--- src/rtl/lab_door_arbiter.sv ---
// Round-robin arbiter sharing one occupancy unit between the Mera and Digital
// door readers; issues one transaction at a time and drives door-open/deny.
module lab_door_arbiter #(
  parameter int unsigned UNLOCK_CYCLES = 4,
  parameter int unsigned RESP_TIMEOUT  = 8
) (
  input  logic       CLK,
  input  logic       RST,
  input  logic       reqMera,
  input  logic [4:0] codeMera,
  input  logic       dirMera,
  output logic       ackMera,
  input  logic       reqDigital,
  input  logic [4:0] codeDigital,
  input  logic       dirDigital,
  output logic       ackDigital,
  output logic [4:0] occCode,
  output logic       occLab,
  output logic [1:0] occMode,
  input  logic       occDone,
  input  logic       occUnlock,
  output logic       doorOpenMera,
  output logic       doorOpenDigital,
  output logic       denyMera,
  output logic       denyDigital,
  output logic       busy
);

  localparam int unsigned TW = 8;
  localparam logic [TW-1:0] UNLOCK_LD = TW'(UNLOCK_CYCLES);
  localparam logic [TW-1:0] TMO_LAST  = TW'(RESP_TIMEOUT - 1);

  typedef enum logic [1:0] {
    S_IDLE  = 2'b00,
    S_ISSUE = 2'b01,
    S_WAIT  = 2'b10
  } state_t;

  state_t        r_state;
  logic          r_ptr;
  logic [TW-1:0] r_cnt;
  logic [4:0]    r_code;
  logic          r_lab;
  logic [1:0]    r_mode;
  logic          r_deny_mera;
  logic          r_deny_dig;
  logic [TW-1:0] r_timer_mera;
  logic [TW-1:0] r_timer_dig;

  logic w_idle;
  logic w_grant_mera;
  logic w_grant_dig;
  logic w_dir;
  logic w_done_ok;
  logic w_open_mera;
  logic w_open_dig;

  // r_ptr = 0 gives Mera priority on a tie, 1 gives Digital priority
  assign w_idle       = (r_state == S_IDLE) && !RST;
  assign w_grant_mera = w_idle && reqMera && (!reqDigital || !r_ptr);
  assign w_grant_dig  = w_idle && reqDigital && (!reqMera || r_ptr);
  assign w_dir        = w_grant_mera ? dirMera : dirDigital;
  assign w_done_ok    = (r_state == S_WAIT) && occDone && occUnlock;
  assign w_open_mera  = w_done_ok && !r_lab;
  assign w_open_dig   = w_done_ok && r_lab;

  always_ff @(posedge CLK) begin
    if (RST) begin
      r_state     <= S_IDLE;
      r_ptr       <= 1'b0;
      r_cnt       <= '0;
      r_code      <= '0;
      r_lab       <= 1'b0;
      r_mode      <= 2'b00;
      r_deny_mera <= 1'b0;
      r_deny_dig  <= 1'b0;
    end else begin
      r_deny_mera <= 1'b0;
      r_deny_dig  <= 1'b0;
      case (r_state)
        S_IDLE: begin
          if (w_grant_mera || w_grant_dig) begin
            r_code  <= w_grant_mera ? codeMera : codeDigital;
            r_lab   <= w_grant_dig;
            r_mode  <= w_dir ? 2'b01 : 2'b10;
            r_ptr   <= w_grant_mera;
            r_state <= S_ISSUE;
          end
        end
        S_ISSUE: begin
          r_mode  <= 2'b00;
          r_cnt   <= '0;
          r_state <= S_WAIT;
        end
        S_WAIT: begin
          r_cnt <= r_cnt + TW'(1);
          if (occDone) begin
            if (!occUnlock) begin
              r_deny_mera <= !r_lab;
              r_deny_dig  <= r_lab;
            end
            r_state <= S_IDLE;
          end else if (r_cnt == TMO_LAST) begin
            r_deny_mera <= !r_lab;
            r_deny_dig  <= r_lab;
            r_state     <= S_IDLE;
          end
        end
        default: r_state <= S_IDLE;
      endcase
    end
  end

  // Door timers run independently of the FSM; a grant reloads, never adds
  always_ff @(posedge CLK) begin
    if (RST) begin
      r_timer_mera <= '0;
      r_timer_dig  <= '0;
    end else begin
      if (w_open_mera)
        r_timer_mera <= UNLOCK_LD;
      else if (r_timer_mera != '0)
        r_timer_mera <= r_timer_mera - TW'(1);
      if (w_open_dig)
        r_timer_dig <= UNLOCK_LD;
      else if (r_timer_dig != '0)
        r_timer_dig <= r_timer_dig - TW'(1);
    end
  end

  assign ackMera         = w_grant_mera;
  assign ackDigital      = w_grant_dig;
  assign occCode         = r_code;
  assign occLab          = r_lab;
  assign occMode         = r_mode;
  assign denyMera        = r_deny_mera;
  assign denyDigital     = r_deny_dig;
  assign doorOpenMera    = (r_timer_mera != '0);
  assign doorOpenDigital = (r_timer_dig != '0);
  assign busy            = (r_state != S_IDLE);

endmodule
--- config.mk ---
export PLATFORM = sky130hd
export DESIGN_NAME = lab_door_arbiter
export DESIGN_NICKNAME = d
export VERILOG_FILES = /design/src/rtl/lab_door_arbiter.sv
export SDC_FILE = /design/constraint.sdc
export NUM_CORES = 1
export LEC_CHECK = 0
export ABC_AREA = 1
export CORE_MARGIN = 4
export CORE_UTILIZATION = 47
export DETAILED_ROUTE_END_ITERATION = 8
export PLACE_DENSITY = 0.78
export SYNTH_ARGS = -nofsm -noshare
export SYNTH_HDL_FRONTEND = slang
export SYNTH_SLANG_ARGS = --single-unit
--- constraint.sdc ---
create_clock -name CLK -period 1.4 [get_ports CLK]
set_input_delay 0.21 -clock CLK [delete_from_list [all_inputs] [get_ports CLK]]
set_output_delay 0.21 -clock CLK [all_outputs]
set_load 0.1 [all_outputs]
; ---- Word-level counts from Yosys, hierarchy flattened
; Cells that the tools add are included.
[word_totals]
register_bits = 37
mem_count = 0
input_bits = 18
mem_bits_rw = 0
wordCells = 72
mem_bits_ro = 0
latchBits = 0
[classes]
mul = 0
n_mux = 20
n_bitwise = 1
order_cmp = 0
shifts = 0
div_mod_pow = 0
eq_ne = 5
n_reduce_logical = 31
addsub = 3
[ops]
columns = op, n
row1 = 8-bit one-hot mux with 2 select lines, 1
row2 = 8-bit nonzero test, 2
row3 = "8-bit by 1-bit subtractor with 8-bit output, second input constant", 2
row4 = 3-bit 2-to-1 mux, 4
row5 = 2-bit 2-to-1 mux, 5
row6 = 2-bit nonzero test, 5
row7 = 1-bit logical AND, 9
row8 = "8-bit by 1-bit adder with 8-bit output, second input constant", 1
row9 = "8-bit by 3-bit == test with 1-bit output, second input constant", 1
row10 = 1-bit 2-to-1 mux, 7
row11 = 2-bit one-hot mux with 3 select lines, 1
row12 = 2-bit AND reduction, 3
row13 = 2-bit OR reduction, 3
row14 = 1-bit zero test, 5
row15 = 5-bit 2-to-1 mux, 1
row16 = 2-bit one-hot mux with 2 select lines, 1
row17 = 1-bit logical OR, 3
row18 = "3-bit by 2-bit inequality test with 1-bit output, second input constant", 1
row19 = "2-bit by 1-bit == test with 1-bit output, second input constant", 1
row20 = "2-bit == test, second input constant", 1
row21 = 2-bit zero test, 1
row22 = "2-bit by 1-bit inequality test with 1-bit output, second input constant", 1
row23 = 1-bit NOT, 1

; ---- Logic depth before layout (Yosys ltp)
; Gate-level depths: netlist of the first run.
[depth]
ltp_word = 8
mapped_depth = 10
mapped_depth_nobuf = 10

; ---- Least setup slack after synthesis of the first run
; No wires, ideal clock.
[synth_path]
kind = register -> register
from = register r_state[0]
to = register r_ptr
n_path_buf = 0
t_arrival_ns = 1.988
path_slack_ns = -0.738
path_stages_with_launch = 8
path_cell_list = dfxtp_1 inv_1 ha_1 inv_2 nor2_4 nand3_4 inv_1 o31ai_1
[synth_between]
elab_chain_cells = 6
word_cells_on_any_way = 8
cone_classes = 8 x reduce/logical
[synth_rtl]
columns = item, line
row1 = from (decl), 39  ; state_t r_state;
row2 = from (signal assigned), 69  ; r_state <= S_IDLE;
row3 = from (signal assigned), 87  ; r_state <= S_ISSUE;
row4 = from (signal assigned), 93  ; r_state <= S_WAIT;
row5 = 2-bit zero test, 59  ; assign w_idle = (r_state == S_IDLE) && !RST;
row6 = 1-bit logical AND, 59
row7 = 1-bit logical AND (2 in a row), 61  ; assign w_grant_dig = w_idle && reqDigital && (!reqMera || r_ptr);
row8 = net ackDigital, 16  ; output logic ackDigital,
row9 = 1-bit logical OR, 82  ; if (w_grant_mera || w_grant_dig) begin
row10 = 2-bit AND reduction (no line), n/a
row11 = to (signal assigned), 86  ; r_ptr <= w_grant_mera;
row12 = to (decl), 40  ; logic r_ptr;
; The timed path passes the listed nets, and every way through them passes these cells.
; A chain may end at the register's enable or synchronous reset.

; ---- Worst setup path in the final report of the first run
[layout_path]
from = register r_state[1]
to = output port ackDigital
[layout_between]
elab_chain_cells = 4
[layout_rtl]
columns = item, line
row1 = 2-bit zero test, 59
row2 = 1-bit logical AND, 59
row3 = 1-bit logical AND (2 in a row), 61
row4 = to (decl), 16
; Every way passes these cells.

==> summary by stage, run 1 <==
Yosys
When the netlist entered floorplanning its net count stood at 295. The synthesized area per cell is 7.10 sq um. The portion of synthesized area spent on multiplexers is 0%. After synthesis, the largest family of logic cells by area is simple AND/OR/NAND/NOR gates.

The adder-cell share of the synthesized area is 5.92%. Of all flip-flops after synthesis, the portion carrying an async set or reset was 0%. For this run, the number of Yosys warnings is 0.

The number of distinct standard cells referenced by the synthesized netlist is 23. The cell area that synthesis handed to floorplanning was 1900 sq um. The synthesized netlist cell count is 268. Counting flops and latches in the post-synthesis netlist gives 37.

Summing the sequential cell areas from Yosys gives between 30% and 40% of the chip area. The compound-gate portion of the synthesized area is 9.74%. In this run, synthesis inferred 0 flip-flops with an integrated enable.

Of the total synthesized cell area, the portion taken by AND, OR, NAND and NOR gates is 33.2%. In the synthesized netlist the dominant register cell turns out to be dfxtp_1. The post-synthesis xor/xnor area fraction is approximately 3.7%.

Timing
Setup violations remaining at the end of the flow were counted as 24. Measured against its own limit, the worst slew margin works out to 77.3%. The setup slack of the critical path after layout is -0.285 ns. The final number of hold-violating endpoints is 0.

At the pin with the least slew margin, the transition time is 0.340 ns. The number of pins exceeding their max-slew limit in the final report is 0. Timing would allow up to 593 MHz.

The worst clock skew is between 0.008 and 0.009 ns. Setup repair after global routing could not meet its margin everywhere. The clock period minus worst slack is 1.69 ns. After layout, the worst path uses 120% of the clock period.

Final layout
The finished layout holds 412 standard cells, fillers aside. The area growth from synthesis to final layout is 73.8%. The count of nets after finishing is 390. The share of post-route cells with drive strength above 1 is 40.9%. The count of inserted antenna diode cells is 0.

Hold path
The number of instances on the worst hold path is 3. The min-delay analysis places its worst path in the category primary input to flip-flop. The startpoint of the worst hold path is RST. The worst hold path terminates at occMode[0]$_SDFFE_PP0P_.

Setup path
The maximum fanout count along the critical path is 3. STA classifies the critical path endpoint as an output port. On the worst path, the slowest cell contributes a delay of around 0.33 ns.

The setup check on the worst reg-to-reg path leaves a slack of -0.24 ns. For the worst setup path, the data required time is 1.19 ns. The slowest stage of the critical path belongs to the cell dfxtp_2. The launching instance or port of the critical path is r_state[1]$_SDFFE_PP0P_. The endpoint of the worst register-to-register path is occMode[1]$_SDFFE_PP0P_. The worst setup path is of the flip-flop to output port kind. The startpoint of the lowest-slack register-to-register path is r_state[1]$_SDFFE_PP0P_. Walking the worst path, the cells encountered are inv_2 -> ha_4 -> inv_12 -> nor2_4 -> nand3_4 -> clkinvlp_4 -> buf_12. The number of buffers and inverters on the critical path is 4. For the worst flop-to-flop path, the logic depth is 10. Among cell families on the critical path, the largest total delay comes from buffers and inverters. The arrival time reported for the critical path endpoint is 1.48 ns. The worst setup path is launched from a flip-flop.

Clock tree
Buffers inserted to repair hold after CTS numbered 0. The number of buffers inserted during clock tree synthesis is 5. The number of sinks on the clock net is 37. TritonCTS built the clock tree.

The cell sitting at the root of the clock tree is a clkbuf_8. After clock tree synthesis, the clock-pin slew on the worst setup and hold paths is 0.07 ns. Clock latency on the worst-skew pair, taken at its later pin, is 0.30 ns. The H-tree was split into 2 levels. The maximum buffer depth of the clock tree is 2.

Global routing
Global routing used 23.6% of the available tracks. Entering global routing, the biggest net connects 12 pins. Global routing finished with a remaining overflow of 0.

The number of global-route vias before repair was 2103. The first-pass GRT wire length is 9.47 mm. The initial antenna violation count came to 0.

Power and ir drop
The static leakage power is 1.46 nW. The worst IR drop on VDD is 1860 uV. For this design the ratio of total power to cell area is 2410 nW/um^2. The design draws 7.96 mW.

Drt
Across all layers, the routed design uses 2300 vias. After detailed routing, the number of vias per cell comes to 5.58. The first TritonRoute pass finished after 4 iterations. In the final routed layout, each cell accounts on average for between 15 and 20 microns.

The total wirelength of the detailed-routed design is between 7 and 8 mm. The number of DRC markers in iteration 0 is about 170. The final routed DRC violation total is 0. The count of nets left with antenna violations after detail routing is 0.

Die
The die outline width is ~70 microns. The floorplan step set the die height to slightly above 70 microns. The initial core utilization is 50.4%. The core box area is 3770 sq um. The number of core rows is 22. The number of top-level pins is 33.

The full die area is 5130 sq um.

Place
The count of buffers from port buffering is 32. Detailed placement finished with a half-perimeter wire length of 3.55 mm. The routability-driven placement congestion ratio is 0.834. The number of placed instances, taps included, is 372.

Outcome
The final reports fail on negative setup slack. The run finished, with violations left.

Run
The reported max-cap violation count is 0.
-- worst register-to-register path: cells and delay by family, from the launching register on --
family,cells,cell delay [ns]
adder cells (fa/ha/maj),1,0.21
buffers and inverters,3,0.28
flip-flops,1,0.33
AND/OR/NAND/NOR,6,0.75
-- through the flow --
stage	hold slack, ns	worst slack [ns]	setup TNS [ns]	instance area (sq um)	util, %
floorplan	0.302	-0.385	-3.23	2000	-
global placement	0.447	-0.177	-2.89	2720	72.0
detailed placement	0.461	-0.214	-4.05	2720	72.0
CTS	0.472	-0.266	-0.938	3060	81.2
global route	0.487	-0.317	-3.76	3310	87.7
finish	0.465	-0.285	-2.56	3310	87.7
-- cell families after synthesis --
family,count (synthesis)
AND/OR/NAND/NOR,139
buffers and inverters,41
flip-flops,37
AO/OA/AOI/OAI,34
adder cells (fa/ha/maj),9
XOR/XNOR,8
-- registers in the layout (all words and copies together), names as in the netlist --
register	flops
denyDigital	1
r_timer_mera	8
occMode	2
occCode	5
denyMera	1
r_ptr	1
r_state	2
r_timer_dig	8
r_cnt	8
occLab	1
-- cell usage after synthesis (2+ instances only) --
library cell | n | share of area (%)
a21oi_1 | 23 | 6.1
dfxtp_1 | 37 | 39
ha_1 | 9 | 5.9
inv_1 | 37 | 7.3
inv_2 | 2 | 0.39
nand2_1 | 61 | 12
nand3_1 | 23 | 6.1
nand4_1 | 5 | 1.6
nor2_1 | 38 | 7.5
nor2_4 | 2 | 1.2
nor3_1 | 5 | 1.3
o21ai_0 | 5 | 1.3
o21bai_1 | 2 | 0.79
o31ai_1 | 3 | 1.2
xor2_1 | 8 | 3.7
-- metal layers --
layer  vias up  wire (microns)  GRT usage (%)
met2       102            4070           42.0
met1      1103            2870           26.2
met5         -               0              0
li1       1051               -              -
met4         0             395           10.9
met3        44             400           6.03
-- cells in the final DEF (no fill, tap or decap), types with 2 or more instances in the layout --
master           synthesis  final
o21ai_2                  0      3
nor3_1                   5      4
nand3_4                  1      5
a21oi_2                  0      5
nor2_4                   2      4
nand3_1                 23     16
ha_4                     0      4
a21oi_1                 23     18
dfxtp_2                  0      8
xor2_1                   8      8
nand2_4                  1      2
nand3_2                  1      4
dfxtp_1                 37     29
buf_4                    0     47
o21ai_0                  5      2
clkinvlp_4               0      3
clkdlybuf4s50_1          0     16
nand2_1                 61     53
nor2_1                  38     28
ha_1                     9      4
buf_12                   0     15
nand4_4                  1      2
inv_2                    2      9
o31ai_1                  3      2
nand4_1                  5      5
nand2_2                  1      7
nor2_2                   0      8
clkbuf_8                 0      6
buf_6                    1     10
inv_1                   37     25
o21bai_1                 2      2
-- worst max path at each step --
stage / to / cells past startpoint / slack [ns]
after floorplan: r_ptr$_SDFFE_PP0P_ / 7 / -0.38
after global placement: ackMera / 5 / -0.18
after detailed placement: ackMera / 5 / -0.21
after CTS: doorOpenMera / 6 / -0.27
final: ackDigital / 7 / -0.29
after global routing: ackDigital / 7 / -0.32
-- where the power goes --
group	switching [mW]	internal, mW	leakage [nW]
clock	0.403	0.581	0.0585
combinational	3.10	2.30	1.09
sequential	0.230	1.34	0.305
-- area by class of cell --
| cell class | instances | area, sq um |
|---|---|---|
| clock buffer | 7 | 86.3 |
| clock inverter | 1 | 30.0 |
| fill | 156 | 465 |
| inverter | 39 | 173 |
| multi-input combinational | 191 | 1270 |
| sequential | 37 | 751 |
| tap | 48 | 60.1 |
| timing repair buffer | 89 | 938 |
-- repair_timing --
item | 4_1_cts | 5_1_grt
gates cloned | 1 | 0
pin swaps | 12 | 23
setup buffers | 21 | 15
endpoints found under the setup margin | 11 | 31
resized for setup | 17 | 47
Note: power is estimated with default switching activity, not from simulation.
==> run 2: changes to the inputs <==
--- a/config.mk
+++ b/config.mk
@@ -13,3 +13,4 @@
 export SYNTH_ARGS = -nofsm -noshare
 export SYNTH_HDL_FRONTEND = slang
 export SYNTH_SLANG_ARGS = --single-unit
+export TNS_END_PERCENT = 20
==> run 2 against run 1 <==
  * The flow still finishes with violations (negative setup slack)
  * Maximum frequency rose by 3.4%
  * Register-to-register slack improved by 0.06 ns
  * Sequential share of layout area rose by 1.8 points
  * Cell count fell by 4.4%
  * Hold slack improved by 0.0024 ns
  * Core utilization fell by 6.6 points
  * Die area did not move
==> summary by stage, run 2 (synthesis gave the netlist of run 1 again) <==
Die
The die outline width came to 71.6 microns (unchanged). The number of core rows came to 22 (unchanged). The number of top-level pins is 33 (unchanged). The full die area is 5130 sq um (unchanged).

The core box area is 3770 sq um (unchanged). The overall die height is 71.6 microns (unchanged). The initial core utilization was 50.4% (unchanged).

Setup path
The element type at the critical path start is a flip-flop. The worst-case register-to-register setup slack was -0.18 ns (+0.06 ns). The maximum single-stage delay on the critical path was 0.33 ns (about the same). The maximum fanout count along the critical path is 4 (+1). The data required time of the worst path is 1.19 ns (about the same). The arrival time reported for the critical path endpoint was 1.42 ns (-0.06 ns).

The path depth of the worst reg2reg path came to 11 (+1). The signal on the critical path passes through inv_2 -> ha_4 -> inv_12 -> nor2_4 -> nand3_4 -> clkinvlp_4 -> buf_12. The total stage count of the critical path was 7 (unchanged). The kind of critical path is flip-flop to output port.

The cell class contributing the biggest share of worst-path delay is buffers and inverters. For this design, the slowest cell found on the critical path is dfxtp_2. In this run the critical register-to-register path is captured at r_state[1]$_SDFFE_PP0P_. The startpoint of the lowest-slack register-to-register path is r_state[1]$_SDFFE_PP0P_. The worst setup path is captured at an output port. The launching instance or port of the critical path is r_state[1]$_SDFFE_PP0P_.

The number of buffer and inverter instances along the worst setup path was 4 (unchanged).

Power and ir drop
The worst IR drop on VDD is 1610 uV (-13%). The power density over cell area is 2310 nW/um^2 (-3.9%). The fraction of power consumed by the clock network is 13.7% (+1.3 points).

The cell-internal power is 3.84 mW (-9.1%). The sequential fraction of design power was 22.1% (+2.3 points). The fraction of power consumed by combinational cells was 64.2% (-3.7 points). The static leakage power came to 1.35 nW (-7.0%). The net switching power figure is 3.23 mW (-14%). The sum of internal, switching and leakage power is 7.07 mW (-11%). The fraction of power spent switching nets is 45.7% (-1.2 points).

Final layout
The library cells used most frequently in the layout, excluding fill and tap cells, are 58 x nand2_1, 36 x buf_4, 31 x dfxtp_1, 29 x nor2_1, 28 x inv_1. The share of post-route cells with drive strength above 1 is 33.2% (-7.7 points). The count of nets after finishing is 372 (-4.6%). In the final layout, the registers with the most flip-flops are r_cnt: 8 flops, r_timer_dig: 8 flops, r_timer_mera: 8 flops. Relative to the synthesized area, the layout overhead comes to 60.7%. The number of fillers in the final layout is 218 (+40%). The count of inserted antenna diode cells is 0 (unchanged). The commonest non-fill, non-tap cell in the layout is nand2_1. The design area is 3060 sq um (-7.6%).

Timing
The clock period minus worst slack is 1.63 ns (-0.0555 ns). The setup violation total in the final timing report is 15 (-38%). The final critical-path share of the clock period is 116% (-4.0 points). The setup slack of the critical path after layout is -0.230 ns (+0.0555 ns).

The upper clock frequency limit is 614 MHz (+3.4%). The number of pins exceeding their max-slew limit in the final report was 0 (unchanged). The final number of hold-violating endpoints is 0 (unchanged). The worst-margin pin slew is 0.279 ns (-0.0610 ns). Setup repair after global routing could not meet its margin everywhere. The headroom to the max-slew limit came to 81.3% (+4.0 points). The worst clock skew was 0.00279 ns (-0.00597 ns).

Place
The routability-driven placement congestion ratio is 0.823 (-1.3%). The half-perimeter wire length after placement is 3.38 mm (-4.9%). The count of buffers from port buffering was 32 (unchanged).

The area after detailed placement is 2670 sq um (-1.6%).

Drt
The total number of vias was 1981 (-14%). The post-detailed-route via-to-cell ratio is 5.03 (-9.9%). The total wirelength of the detailed-routed design came to 5.34 mm (-31%).

The count of nets left with antenna violations after detail routing came to 0 (unchanged). The number of DRC markers in iteration 0 was 99 (-40%). The number of detailed-route iterations in the first pass was 4 (unchanged). The final routed DRC violation total is 0 (unchanged).

The average detailed-routed wire length per instance was 13.6 microns (-28%).

Clock tree
The deepest level of the CTS H-tree is 2 (unchanged). TritonCTS built the clock tree. The number of buffers inserted during clock tree synthesis is 5 (unchanged). The maximum buffer depth of the clock tree is 2 (unchanged).

The clock-pin slew of the registers on the worst-case setup and hold paths was 0.07 ns (about the same). The clock latency reported for the late side of the worst-skew pair came to 0.29 ns (about the same). The number of sinks on the clock net is 37 (unchanged).

Clock tree synthesis selected as its root buffer the cell clkbuf_8.

Outcome
The run finished, with violations left. The checks that failed: negative setup slack.

Global routing
The maximum number of pins on one net before global-route repair came to 12 (unchanged). The first-pass GRT wire length is 8.30 mm (-12%). The initial antenna violation count was 0 (unchanged). The number of global-route vias before repair is 1929 (-8.3%). The aggregate global-route resource usage is 20.2% (-3.4 points). The leftover overflow at the end of global routing is 0 (unchanged).

Run
The reported max-cap violation count is 0 (unchanged).

Hold path
In this run the worst hold path is classified as flip-flop to flip-flop. The number of instances on the worst hold path was 2 (-1). The worst hold path endpoint is r_timer_mera[7]$_SDFFE_PP0P_. The startpoint of the worst hold path is r_timer_mera[7]$_SDFFE_PP0P_.
[run 2: stage by stage]
step | hold WS, ns | cells | util [%] | setup WS (ns) | TNS (ns)
global placement | 0.448 | 374 | 70.8 | -0.196 | -2.94
finish | 0.467 | 394 | 81.0 | -0.230 | -1.84
floorplan | 0.302 | 268 | - | -0.385 | -6.26
CTS | 0.467 | 389 | 75.9 | -0.212 | -0.910
global route | 0.489 | 394 | 81.0 | -0.261 | -2.85
detailed placement | 0.456 | 374 | 70.8 | -0.242 | -4.17
[run 2: worst min-delay path, cell delays in order (launching register included)]
cell and delay (ns):
dfxtp_1 0.31, nand2_1 0.06, a21oi_1 0.05
[run 2: what timing repair did]
action / 4_1_cts / 5_1_grt
pin swaps: 6 / 11
endpoints found under the setup margin: 9 / 30
gates resized for setup: 12 / 43
hold buffers: 0 / 0
buffers inserted: 7 / 5
[run 2: how the worst max path moves through the flow]
stage                         end  slack [ns]
5_1_grt                ackDigital       -0.26
3_3_place_gp              ackMera       -0.20
4_1_cts                ackDigital       -0.21
6_report               ackDigital       -0.23
3_5_place_dp              ackMera       -0.24
2_1_floorplan  r_ptr$_SDFFE_PP0P_       -0.38
[run 2: final cells by class]
| class | instances | area [sq um] | area share (%) |
|---|---|---|---|
| repair buffers | 72 | 797 | 26.1 |
| clock buffers | 7 | 86.3 | 2.83 |
| multi-input cells | 190 | 1170 | 38.2 |
| well taps | 48 | 60.1 | 1.97 |
| inverters | 39 | 168 | 5.49 |
| flip-flops and latches | 37 | 748 | 24.5 |
| clock inverters | 1 | 30.0 | 0.983 |
[run 2: power by group through the flow]
| stage | Combinational, mW | Clock (mW) | Sequential (mW) |
|---|---|---|---|
| 6_report | 4.54 | 0.971 | 1.56 |
| 5_1_grt | 4.92 | 1.04 | 1.60 |
| 4_1_cts | 4.08 | 0.972 | 1.53 |
| 3_5_place_dp | 3.86 | 0 | 1.54 |
| 3_3_place_gp | 3.79 | 0 | 1.53 |
| 2_1_floorplan | 2.25 | 0 | 1.80 |
[run 2: routing by layer]
| metal | vias to the layer above | track usage [%] | wire [microns] |
|---|---|---|---|
| li1 | 1011 | - | - |
| met2 | 32 | 35.8 | 2930 |
| met3 | 11 | 4.35 | 175 |
| met5 | - | 0 | 0 |
| met1 | 927 | 23.5 | 2150 |
| met4 | 0 | 8.14 | 87 |
==> run 3: changes to the inputs <==
--- a/config.mk
+++ b/config.mk
@@ -7,9 +7,11 @@
 export LEC_CHECK = 0
 export ABC_AREA = 1
 export CORE_MARGIN = 4
-export CORE_UTILIZATION = 47
+export CORE_UTILIZATION = 49
+export CTS_BUF_LIST = sky130_fd_sc_hd__clkbuf_4 sky130_fd_sc_hd__clkbuf_8
 export DETAILED_ROUTE_END_ITERATION = 8
-export PLACE_DENSITY = 0.78
+export GPL_TIMING_DRIVEN = 0
+export PLACE_DENSITY = 0.81
 export SYNTH_ARGS = -nofsm -noshare
 export SYNTH_HDL_FRONTEND = slang
 export SYNTH_SLANG_ARGS = --single-unit
==> run 3 against run 2 <==
  * The flow still finishes with violations (negative setup slack)
  * Clock power shrank 20%
  * First-iteration DRC count is 17% higher
  * Core utilization fell by 5.5 points
  * Setup slack lost 0.016 ns
  * Cell count is 2.8% lower
  * Sequential power barely moved
  * Register-to-register slack better by 0.09 ns
  * Sequential cell count unchanged
  * Maximum frequency decreased by 0.98%
  * Wire length fell by 5.8%
  * Critical path type unchanged
  * Largest cell class unchanged
  * Highest routed layer unchanged
==> summary by stage, run 3 (synthesis gave the netlist of run 1 again) <==
Clock tree
The maximum buffer depth of the clock tree is 2 (unchanged). The clock-pin slew of the registers on the worst-case setup and hold paths is 0.07 ns (about the same). The number of buffers inserted during clock tree synthesis is 5 (unchanged). The clock tree from TritonCTS is yes.

The clock root buffer master is clkbuf_8. The number of sinks on the clock net is 37 (unchanged). The post-cts hold buffer count was 0 (unchanged).

The clock latency reported for the late side of the worst-skew pair came to 0.29 ns (about the same). The deepest level of the CTS H-tree is 2 (unchanged).

Final layout
The design area is 2810 sq um (-8.1%). Leaving out fill and tap cells, the most frequent cell in the layout is nand2_1. The share of post-route cells with drive strength above 1 is 30.4% (-2.8 points).

The utilization of the core after routing is 75.5% (-5.5 points). The count of nets after finishing was 362 (-2.7%). In the layout the commonest cells are 57 x nand2_1, 31 x dfxtp_1, 30 x nor2_1, 26 x inv_1, 26 x buf_4. The area growth from synthesis to final layout is 47.6%. The largest registers in the layout are r_cnt: 8 flops, r_timer_dig: 8 flops, r_timer_mera: 8 flops.

The count of inserted antenna diode cells is 0 (unchanged).

Global routing
The first-pass GRT wire length came to 8.49 mm (+2.3%). The initial antenna violation count is 0 (unchanged). The number of global-route vias before repair is 1980 (+2.6%). The aggregate global-route resource usage is 20.9% (+0.64 points). The leftover overflow at the end of global routing came to 0 (unchanged). The maximum number of pins on one net before global-route repair came to 11 (-1).

Drt
The average detailed-routed wire length per instance was 13.1 microns (-3.1%). The number of detailed-route iterations in the first pass came to 4 (unchanged). The post-detailed-route via-to-cell ratio is 5.12 (+1.8%). The total number of vias is 1961 (-1.0%). The count of nets left with antenna violations after detail routing is 0 (unchanged). The number of DRC markers in iteration 0 is 116 (+17%). The total wirelength of the detailed-routed design is 5.03 mm (-5.8%). The final routed DRC violation total is 0 (unchanged).

Timing
The setup slack of the critical path after layout is -0.246 ns (-0.0162 ns). The upper clock frequency limit is 608 MHz (-0.98%). The number of pins exceeding their max-slew limit in the final report is 0 (unchanged). Setup repair after global routing could not meet its margin everywhere.

The final number of hold-violating endpoints is 0 (unchanged). The worst clock skew is 0.00776 ns (+0.00498 ns). The clock period minus worst slack was 1.65 ns (+0.0162 ns).

The headroom to the max-slew limit was 63.9% (-17 points). The worst-margin pin slew is 0.544 ns (+0.265 ns). The final critical-path share of the clock period is 118% (+1.2 points).

The setup violation total in the final timing report was 15 (unchanged).

Power and ir drop
The power density over cell area came to 2390 nW/um^2 (+3.2%). The fraction of power consumed by combinational cells came to 65.6% (+1.4 points). The cell-internal power was 3.51 mW (-8.5%). The net switching power figure was 3.19 mW (-1.2%). The worst IR drop on VDD is 1830 uV (+14%).

The sequential fraction of design power is 22.8% (+0.7 points). The static leakage power is 1.25 nW (-7.5%). The fraction of power consumed by the clock network came to 11.7% (-2.0 points). The fraction of power spent switching nets is 47.6% (+1.9 points).

Setup path
The path depth of the worst reg2reg path is 10 (-1). In this run the worst setup path terminates at ackDigital. In this run the critical register-to-register path is launched from r_state[0]$_SDFFE_PP0P_.

The worst-case register-to-register setup slack is -0.09 ns (+0.09 ns). The endpoint of the worst register-to-register path is r_state[0]$_SDFFE_PP0P_. STA classifies the critical path endpoint as an output port. The kind of critical path is flip-flop to output port.

The data required time of the worst path came to 1.19 ns (about the same). The arrival time reported for the critical path endpoint was 1.44 ns (+0.02 ns). STA classifies the critical path startpoint as a flip-flop. The maximum fanout count along the critical path is 3 (-1). The launching instance or port of the critical path is r_state[0]$_SDFFE_PP0P_.

Place
The area after detailed placement came to 2310 sq um (-13%). The half-perimeter wire length after placement came to 2.96 mm (-12%). The routability-driven placement congestion ratio came to 0.812 (-1.4%). The count of buffers from port buffering is 32 (unchanged).

Die
The overall die height is 70.3 microns (-1.8%). The number of top-level pins is 33 (unchanged). The die outline width is 70.3 microns (-1.8%). The full die area is 4940 sq um (-3.6%).

The initial core utilization is 51.2% (+0.75 points). The number of core rows came to 22 (unchanged). The core box area was 3720 sq um (-1.5%).

Hold path
The type of the tightest min-delay check is primary input to flip-flop.

Run
The reported max-cap violation count is 0 (unchanged).

Outcome
The flow ran to the end, but the final reports show violations. The checks that failed: negative setup slack.
## run 3: cell count changes in the layout (fill, tap and decap cells not counted), moves of 2 or more
cell             previous run  this run
buf_12                     16         6
buf_4                      36        26
nand3_1                    16        19
buf_2                       0         7
nor2_2                      7         4
dlygate4sd2_1               0         2
inv_2                       7        11
nor2_4                      4         6
inv_4                       2         0
inv_1                      28        26
clkdlybuf4s15_2             0         2
nand3_2                     7         3
## run 3: how the worst min path moves through the flow
stage	start	end	slack [ns]	cells past startpoint
2_1_floorplan	RST	r_ptr$_SDFFE_PP0P_	0.30	1
3_3_place_gp	r_timer_mera[7]$_SDFFE_PP0P_	r_timer_mera[7]$_SDFFE_PP0P_	0.45	2
3_5_place_dp	r_timer_dig[7]$_SDFFE_PP0P_	r_timer_dig[7]$_SDFFE_PP0P_	0.45	2
4_1_cts	RST	r_ptr$_SDFFE_PP0P_	0.46	2
5_1_grt	RST	r_ptr$_SDFFE_PP0P_	0.49	2
6_report	RST	r_ptr$_SDFFE_PP0P_	0.46	2
## run 3: cell type report
class,count,area [sq um]
multi-input combinational,190,1170
fill,265,910
sequential,37,748
timing repair buffer,60,562
inverter,39,163
clock buffer,7,90.1
tap,48,60.1
buffer,2,15.0
## run 3: power by group through the flow
stage	logic (mW)	registers (mW)	clock network (mW)
5_1_grt	4.79	1.56	0.824
2_1_floorplan	2.25	1.80	0
4_1_cts	3.97	1.52	0.793
6_report	4.40	1.53	0.781
3_3_place_gp	3.08	1.51	0
3_5_place_dp	3.14	1.52	0
## run 3: critical path: stages, from the launching register on
cell and delay [ns]:
dfxtp_2 0.34, inv_2 0.08, ha_4 0.20, inv_12 0.04, nor2_4 0.12, nand3_4 0.09
clkinvlp_4 0.10, buf_12 0.17
## run 3: stage by stage
stage               power, mW  cells  setup TNS [ns]  setup WS, ns  hold slack, ns
finish                   6.71    383           -1.46        -0.246           0.456
global placement         4.60    348          -13.29         -1.34           0.449
global route             7.18    383           -2.68        -0.296           0.490
detailed placement       4.66    348          -13.47         -1.34           0.452
CTS                      6.28    378          -0.848        -0.236           0.457
floorplan                4.05    268           -6.26        -0.385           0.302
## run 3: what timing repair did
action | 4_1_cts | 5_1_grt
pin swaps | 12 | 7
setup buffers | 23 | 5
gates resized for setup | 112 | 32
endpoints found under the hold margin | 0 | 0
endpoints found under the setup margin | 28 | 37
## run 3: per-layer routing
| layer | GRT usage (%) | share of wire, % | vias up |
|---|---|---|---|
| met5 | 0 | 0 | - |
| met4 | 7.45 | 2.0 | 0 |
| met3 | 4.60 | 3.4 | 12 |
| met2 | 37.0 | 53 | 37 |
| met1 | 24.3 | 41 | 920 |
| li1 | - | - | 992 |
